File: src/rtl/aes_block_packer.sv
// rtl/aes_block_packer.sv - packs 32-bit words into 128-bit AES key/ciphertext blocks with credit gating
// Optional: PACKER_ZERO_PAD_EN issues s_last-closed partial blocks zero-padded instead of dropping them.
module aes_block_packer #(
    parameter int CREDITS = 16,
    parameter int CW      = 5
) (
    input  logic          clk,
    input  logic          rst,
    input  logic [31:0]   s_data,
    input  logic          s_valid,
    output logic          s_ready,
    input  logic          s_key,
    input  logic          s_last,
    output logic [127:0]  blk_data,
    output logic          blk_valid,
    output logic [127:0]  key_data,
    output logic          key_valid,
    input  logic          credit_ret,
    output logic [CW-1:0] credits,
    output logic          err,
    output logic [1:0]    err_code
);

    typedef enum logic {COLLECT, HOLD} state_t;

    localparam logic [CW-1:0] CRED_MAX = CW'(CREDITS);

    state_t        state;
    logic [1:0]    word_cnt;
    logic          blk_type;
    logic [127:0]  pack_buf;
    logic [127:0]  buf_next;

    logic xfer, cur_type, mix, done, partial, issue_ok;
    logic key_issue, data_ready, data_go, to_hold, hold_go, issue_data, overflow;

    assign xfer     = s_valid && s_ready;
    assign cur_type = (word_cnt == 2'd0) ? s_key : blk_type;
    assign mix      = xfer && (word_cnt != 2'd0) && (s_key != blk_type);
    assign done     = xfer && ((word_cnt == 2'd3) || s_last);
    assign partial  = xfer && s_last && (word_cnt != 2'd3);

`ifdef PACKER_ZERO_PAD_EN
    assign issue_ok = done;
`else
    assign issue_ok = done && !partial;
`endif

    assign key_issue  = issue_ok && cur_type;
    assign data_ready = issue_ok && !cur_type;
    // A return arriving with the last word pays for the block even at zero credits.
    assign data_go    = data_ready && ((credits != '0) || credit_ret);
    assign to_hold    = data_ready && !data_go;
    assign hold_go    = (state == HOLD) && credit_ret;
    assign issue_data = data_go || hold_go;
    assign overflow   = credit_ret && !issue_data && (credits == CRED_MAX);

    // Word 0 starts from zero so a short block is already padded in its low words.
    always_comb begin
        buf_next = (word_cnt == 2'd0) ? 128'd0 : pack_buf;
        case (word_cnt)
            2'd0:    buf_next[127:96] = s_data;
            2'd1:    buf_next[95:64]  = s_data;
            2'd2:    buf_next[63:32]  = s_data;
            default: buf_next[31:0]   = s_data;
        endcase
    end

    always_ff @(posedge clk or posedge rst) begin
        if (rst) begin
            state     <= COLLECT;
            s_ready   <= 1'b1;
            word_cnt  <= 2'd0;
            blk_type  <= 1'b0;
            pack_buf  <= '0;
            blk_data  <= '0;
            blk_valid <= 1'b0;
            key_data  <= '0;
            key_valid <= 1'b0;
            credits   <= CRED_MAX;
            err       <= 1'b0;
            err_code  <= 2'd0;
        end else begin
            blk_valid <= 1'b0;
            key_valid <= 1'b0;
            err       <= 1'b0;
            if (xfer) begin
                pack_buf <= buf_next;
                word_cnt <= done ? 2'd0 : word_cnt + 2'd1;
                if (word_cnt == 2'd0)
                    blk_type <= s_key;
            end
            if (key_issue) begin
                key_data  <= buf_next;
                key_valid <= 1'b1;
            end
            if (data_go) begin
                blk_data  <= buf_next;
                blk_valid <= 1'b1;
            end
            if (hold_go) begin
                blk_data  <= pack_buf;
                blk_valid <= 1'b1;
                state     <= COLLECT;
                s_ready   <= 1'b1;
            end
            if (to_hold) begin
                state   <= HOLD;
                s_ready <= 1'b0;
            end
            if (issue_data && !credit_ret)
                credits <= credits - 1'b1;
            else if (credit_ret && !issue_data && !overflow)
                credits <= credits + 1'b1;
            if (overflow || mix || partial) begin
                err      <= 1'b1;
                err_code <= overflow ? 2'd3 : (mix ? 2'd2 : 2'd1);
            end
        end
    end

endmodule

File: config.mk
export PLATFORM = sky130hd
export DESIGN_NAME = aes_block_packer
export DESIGN_NICKNAME = d
export VERILOG_FILES = /design/src/rtl/aes_block_packer.sv
export SDC_FILE = /design/constraint.sdc
export NUM_CORES = 1
export LEC_CHECK = 0
export ABC_CLOCK_PERIOD_IN_PS = 35700
export CORE_MARGIN = 3
export CORE_UTILIZATION = 40
export CTS_CLUSTER_DIAMETER = 120
export DETAILED_ROUTE_END_ITERATION = 8
export GPL_TIMING_DRIVEN = 0
export PLACE_DENSITY = 0.72
export SYNTH_ARGS = -nofsm -noshare
export SYNTH_HDL_FRONTEND = slang
export SYNTH_SLANG_ARGS = --single-unit
File: constraint.sdc
create_clock -name clk -period 35.7 [get_ports clk]
set_input_delay 7.14 -clock clk [delete_from_list [all_inputs] [get_ports clk]]
set_output_delay 7.14 -clock clk [all_outputs]
set_load 0.02 [all_outputs]
==> flow_summary.toml, run 1 <==
[global_route]
initial_antenna_violation_count = 3
grt_usage = 0.2347
maximum_number_of_pins_on_one_net_before_global_route_repair = 125
first_pass_grt_wire_length_um = 84820
grt_overflow = 0
number_of_global_route_vias_before_repair = 13730

[clocking]
clock_insertion_delay_at_the_later_pin_of_the_skew_report_ps = 570
clockRootBuffer = "clkbuf_16"
post-cts-setup-buffer-count = 0
post_cts.resized_instances = 0
maximum_clock_path_buffer_count = 3
tritoncts.num_buffers = 44
tritoncts = "built"
tritoncts_num_sinks = 399
cts.hold.buffers_added = 0
clkTransAtPathRegs_ps = 60
ctsHtreeMaxLevel = 2

[place]
place_hpwl_um = 41240
globalplace.congestion = 0.8498
dpl-instance-area_um2 = 21660
numPortBuffers = 304

[finish]
area_delta_synth_final_pct = 29.94
most-common-layout-cells = "397 x dfrtp_1, 304 x clkdlybuf4s50_1, 187 x a22o_1"
fill_count = 3785
multiInputGateArea_um2 = 6975
final_layout_size_suffix_gt1_frac = 0.1679
mostFrequentLayoutCell = "dfrtp_1"
postLayoutCoreUtil = 0.5310
design_area_um2 = 23130
layout.nets = 1808
area.sequential_um2 = 9987

[floorplanning]
core-area_um2 = 43550
full_die_area_um2 = 47060
die_extent_in_y_um = 216.9
start_util = 0.4086
core.rowCount = 76
floorplan.io_pins = 305
die-width_um = 216.9

[logic_synthesis]
synth_cell_type_count = 47
syn_inst = 1408
postSynthRegisterBits = 399
seq_area_frac_synth = 0.5612
post_synthesis_net_count = 1455
netlist_area_um2 = 17800
synth.yosys.warnings = 0
yosysTopAreaCellShare = 0.5582
synth.top_cells.by_area = "dfrtp_1 56%, a22o_1 9.2%, mux2_4 7.7%"
synth_edf_count = 0
synth_flop_cell = "dfrtp_1"
synth_largest_area_cell = "dfrtp_1"
synthesis.area_per_instance_um2 = 12.64
postSynth.asyncResetShare = 1.000

[power_and_ir_drop]
total_leakage_power_nw = 10.10
worst_ir_drop_vdd_mv = 0.05093
power_density_nw_per_um2 = 72.23

[routing]
post_drt_wl_per_cell_um = 23.55
drt_iter0_markers = 1092
drt_pre_antenna_iters = 5
avgViaCountPerCell = 5.576
routed-via-count = 13270
ant_nets = 0
remaining_drc_errors = 0
wirelength_um = 56040

[job]
maxCapViolCount = 0

[timing]
fin_tns_setup_ps = 0
setup_repair_after_global_routing_missed_its_margin = "false"
final_min_period_over_clock_period = 0.2613
max_freq_mhz = 107.2
fin_crit_ps = 9329
setup_viol = 0
timing_hold_violations_final = 0
timing.final.max_slew_violations = 0
relSlewSlack = 0.4513
timing.clock.skew_ps = 23.40
tightest_slew_ps = 823.0

[setup_path]
timing.critical_path.from_type = "primary input"
critPathMaxStageDelay_ps = 610
worst_r2r_startpoint = "word_cnt[0]"
timing.critical_path.from = "s_valid"
timing.critical_path.to_type = "register"
crit_path_max_fanout = 6
slowest_cell_on_the_critical_path = "clkdlybuf4s50_1"
worstPathArrival_ps = 9810
crit_chain = "clkdlybuf4s50_1 > nand3_1 > a211o_1 > nand2b_1 > inv_2 > ha_1 > a21o_1 > a21oi_1 > mux4_2"
crit_required_ps = 36180
cpLargestDelayFamily = "buffers and inverters"
worst-setup-path-type = "primary input to register"
worstPathBufferInverterCount = 2
regToRegSetupSlack_ps = 32450

[worst_hold_path]
timing.hold.worst.start = "key_data[38]"
worst_hold_path_type = "register to register"

[run_status]
result_of_the_run = "completed"
-- worst min-delay path, stage by stage (launching register included) --
cell and delay, ps:
dfrtp_1 340, nand2_1 50, o21ai_0 60
-- where the power goes --
group	total (mW)	switching, mW	internal [mW]
registers	0.647	0.0841	0.563
logic	0.557	0.288	0.269
clock network	0.466	0.189	0.277
total	1.67	0.562	1.11
-- stage by stage --
stage,instances,setup slack (ps),power [mW],hold slack (ps)
after CTS,2378,26440,1.681,482.0
after global routing,2378,26240,1.745,503.5
after global placement,2297,12950,1.196,463.4
final,2379,26370,1.670,474.4
after floorplan,1408,17470,0.9458,479.9
after detailed placement,2300,25850,1.208,469.2
-- state kept, by name, indices dropped and copies added (netlist names), 2 cells and up --
| signal | cells |
|---|---|
| pack_buf | 128 |
| word_cnt | 2 |
| err_code | 2 |
| blk_data | 128 |
| credits | 5 |
| key_data | 128 |
-- logic make-up after synthesis --
| group | after synthesis | share of synthesized area |
|---|---|---|
| flip-flops | 399 | 0.5612 |
| adder cells (fa/ha/maj) | 9 | 0.006749 |
| XOR/XNOR | 4 | 0.001968 |
| buffers and inverters | 162 | 0.04689 |
| AND/OR/NAND/NOR | 166 | 0.03930 |
| AO/OA/AOI/OAI | 436 | 0.1797 |
| multiplexers | 232 | 0.1642 |
-- layer usage --
| layer | up-vias | global-route usage | routed length, um |
|---|---|---|---|
| met4 | 4 | 0.06349 | 1245 |
| met1 | 6825 | 0.3237 | 24510 |
| met5 | - | 0 | 24 |
| met2 | 472 | 0.3802 | 26230 |
| met3 | 79 | 0.04803 | 4025 |
| li1 | 5886 | - | - |
-- cells in the mapped netlist, types with 2 or more instances --
| library cell | n |
|---|---|
| buf_12 | 11 |
| mux2_4 | 91 |
| inv_1 | 10 |
| o21ai_0 | 129 |
| mux2_1 | 13 |
| and3_1 | 3 |
| a21oi_1 | 7 |
| ha_1 | 8 |
| nor3_1 | 3 |
| nor3b_1 | 4 |
| a22o_1 | 187 |
| nand3_1 | 3 |
| buf_6 | 3 |
| and2_1 | 5 |
| a32o_1 | 6 |
| dfstp_2 | 2 |
| clkbuf_1 | 112 |
| a22oi_1 | 92 |
| buf_1 | 5 |
| nor2_1 | 3 |
| mux2i_1 | 34 |
| dfrtp_1 | 397 |
| o21ai_1 | 6 |
| mux2_2 | 93 |
| a21o_1 | 2 |
| xnor2_1 | 4 |
| or3_1 | 2 |
| buf_2 | 20 |
| nand2_1 | 135 |
-- area by class of cell --
cell class / count / area share
sequential: 399 / 0.4319
multi-input combinational: 847 / 0.3016
timing repair buffer: 307 / 0.1352
clock buffer: 62 / 0.05492
buffer: 151 / 0.03430
tap: 585 / 0.03165
clock inverter: 16 / 0.008278
inverter: 11 / 0.002110
antenna: 1 / 0.0001082
-- path summary, 6_finish.rpt --
path / to / cells after the start
setup / recovery: credits[4] / 9
hold / removal: key_data[38] / 2
setup reg to reg: key_data[0] / 8
hold reg to reg: key_data[38] / 2
max in group asynchronous: blk_data[73] / 4
min in group asynchronous: blk_data[55] / 2
Power figures use the tool's default switching activity.
==> run 2: changes to the inputs <==
ABC_CLOCK_PERIOD_IN_PS = 9000   (was 35700)
clock period = 9 ns   (was 35.7 ns; I/O delays follow)
==> flow_summary.toml, run 2 (synthesized netlist as in run 1, its figures left out) <==
[place]
placed_insts = 2308
numPortBuffers = 304
dpl-instance-area_um2 = 21800
post-place-ws_ps = 4495
globalplace.congestion = 0.8473
place_hpwl_um = 42040

[timing]
final_hold_slack_ps = 475.4
timing_hold_violations_final = 0
fin_ws_ps = 5077
final_min_period_over_clock_period = 0.4359
tightest_slew_ps = 872.9
setup_viol = 0
fin_crit_ps = 3923
timing.clock.skew_ps = 20.24
max_freq_mhz = 254.9
timing.final.max_slew_violations = 0
fin_tns_setup_ps = 0
setup_repair_after_global_routing_missed_its_margin = "false"
relSlewSlack = 0.4181

[setup_path]
cpLargestDelayFamily = "buffers and inverters"
timing.critical_path.to_type = "register"
worstRegToRegCells = 10
endpoint = "credits[4]"
timing.critical_path.from = "s_valid"
worst-setup-path-type = "primary input to register"
critPathMaxStageDelay_ps = 590
worstPathBufferInverterCount = 2
timing.critical_path.from_type = "primary input"
crit_required_ps = 9480
worst_r2r_startpoint = "word_cnt[0]"
worst_r2r_endpoint = "credits[4]"
worstPathArrival_ps = 4410
slowest_cell_on_the_critical_path = "clkdlybuf4s50_1"
crit_chain = "clkdlybuf4s50_1 > nand3_1 > a211o_1 > nand2b_1 > inv_2 > ha_1 > a21o_1 > a21oi_1 > mux4_2"
crit_path_max_fanout = 6
regToRegSetupSlack_ps = 5790
crit_cells = 9

[routing]
remaining_drc_errors = 0
drt_iter0_markers = 1104
avgViaCountPerCell = 5.566
ant_nets = 0
post_drt_wl_per_cell_um = 23.55
wirelength_um = 56310
routed-via-count = 13310
drt_pre_antenna_iters = 5

[power_and_ir_drop]
seqPwrFrac = 0.388
p_switching_mw = 2.235
p_comb_frac = 0.335
power_density_nw_per_um2 = 284.6
internal-power_mw = 4.387
worst_ir_drop_vdd_mv = 0.2133
total_leakage_power_nw = 10.17
power_mw = 6.622
power_switching_share = 0.3374
power.clock.fraction = 0.276

[floorplanning]
die_extent_in_y_um = 216.9
core-area_um2 = 43550
full_die_area_um2 = 47060
die-width_um = 216.9
floorplan.io_pins = 305
start_util = 0.4086
core.rowCount = 76

[clocking]
tritoncts = "built"
post_cts.resized_instances = 0
clock_insertion_delay_at_the_later_pin_of_the_skew_report_ps = 570
post-cts-setup-buffer-count = 0
tritoncts.num_buffers = 44
clkTransAtPathRegs_ps = 60
ctsHtreeMaxLevel = 2
maximum_clock_path_buffer_count = 3
tritoncts_num_sinks = 399
cts.hold.buffers_added = 0
clockRootBuffer = "clkbuf_16"

[finish]
final_layout_size_suffix_gt1_frac = 0.1717
top_regs = "blk_data: 128 flops, key_data: 128 flops, pack_buf: 128 flops"
mostFrequentLayoutCell = "dfrtp_1"
design_area_um2 = 23270
layout.nets = 1816
postLayoutCoreUtil = 0.5342
area_delta_synth_final_pct = 30.73
final_cells = 2391
most-common-layout-cells = "397 x dfrtp_1, 304 x clkdlybuf4s50_1, 187 x a22o_1"

[worst_hold_path]
worst_hold_path_type = "register to register"

[global_route]
grt_most_used_layer = "met2"
first_pass_grt_wire_length_um = 86240
grt_usage = 0.2378
grt.met3_usage = 0.05194
maximum_number_of_pins_on_one_net_before_global_route_repair = 45
groute.layer.met2.usage = 0.3824
initial_antenna_violation_count = 2
grt_overflow = 0
grt.met1_usage = 0.3254
number_of_global_route_vias_before_repair = 14040

[run_status]
result_of_the_run = "completed"

[job]
maxCapViolCount = 0
## run 2: cell count changes in the layout (fill, tap and decap cells not counted), sizes merged
cell	before	now
clkinv	8	7
bufinv	4	2
clkbuf	174	181
buf	42	50
## run 2: metal layers
layer | vias to the layer above | wire, um
met5 | - | 20
met4 | 4 | 1355
met3 | 78 | 3954
met2 | 462 | 26360
met1 | 6863 | 24610
li1 | 5901 | -
## run 2: worst min path at each step
stage / to / depth (start not counted) / start / slack (ps)
after CTS: key_data[119] / 2 / key_data[119] / 480
after global routing: key_data[119] / 2 / key_data[119] / 510
after floorplan: pack_buf[30] / 1 / pack_buf[30] / 480
after global placement: key_data[127] / 2 / key_data[127] / 460
final: key_data[127] / 2 / key_data[127] / 480
after detailed placement: key_data[127] / 2 / key_data[127] / 470
## run 2: power by group through the flow
stage               Clock (mW)  Sequential (mW)  Combinational, mW
finish                    1.83             2.57               2.22
global placement             0             2.58               2.17
CTS                       1.86             2.56               2.24
detailed placement           0             2.58               2.22
floorplan                    0             2.88              0.872
global route              1.94             2.62               2.37
## run 2: area by class of cell
type,instances,area (um^2)
buffer,151,793.3
timing repair buffer,315,3263
antenna,1,2.502
sequential,399,9987
clock inverter,13,131.4
fill,3753,20290
tap,585,732.0
multi-input combinational,847,6975
inverter,11,45.04
clock buffer,69,1336
## run 2: worst register-to-register path: cells and delay by family (launching register included)
| family | cells | cell delay (ps) |
|---|---|---|
| compound gates | 3 | 670 |
| fa+ha+maj | 2 | 680 |
| buf+inv | 2 | 260 |
| flops | 1 | 420 |
| mux | 2 | 890 |
| simple gates | 1 | 200 |
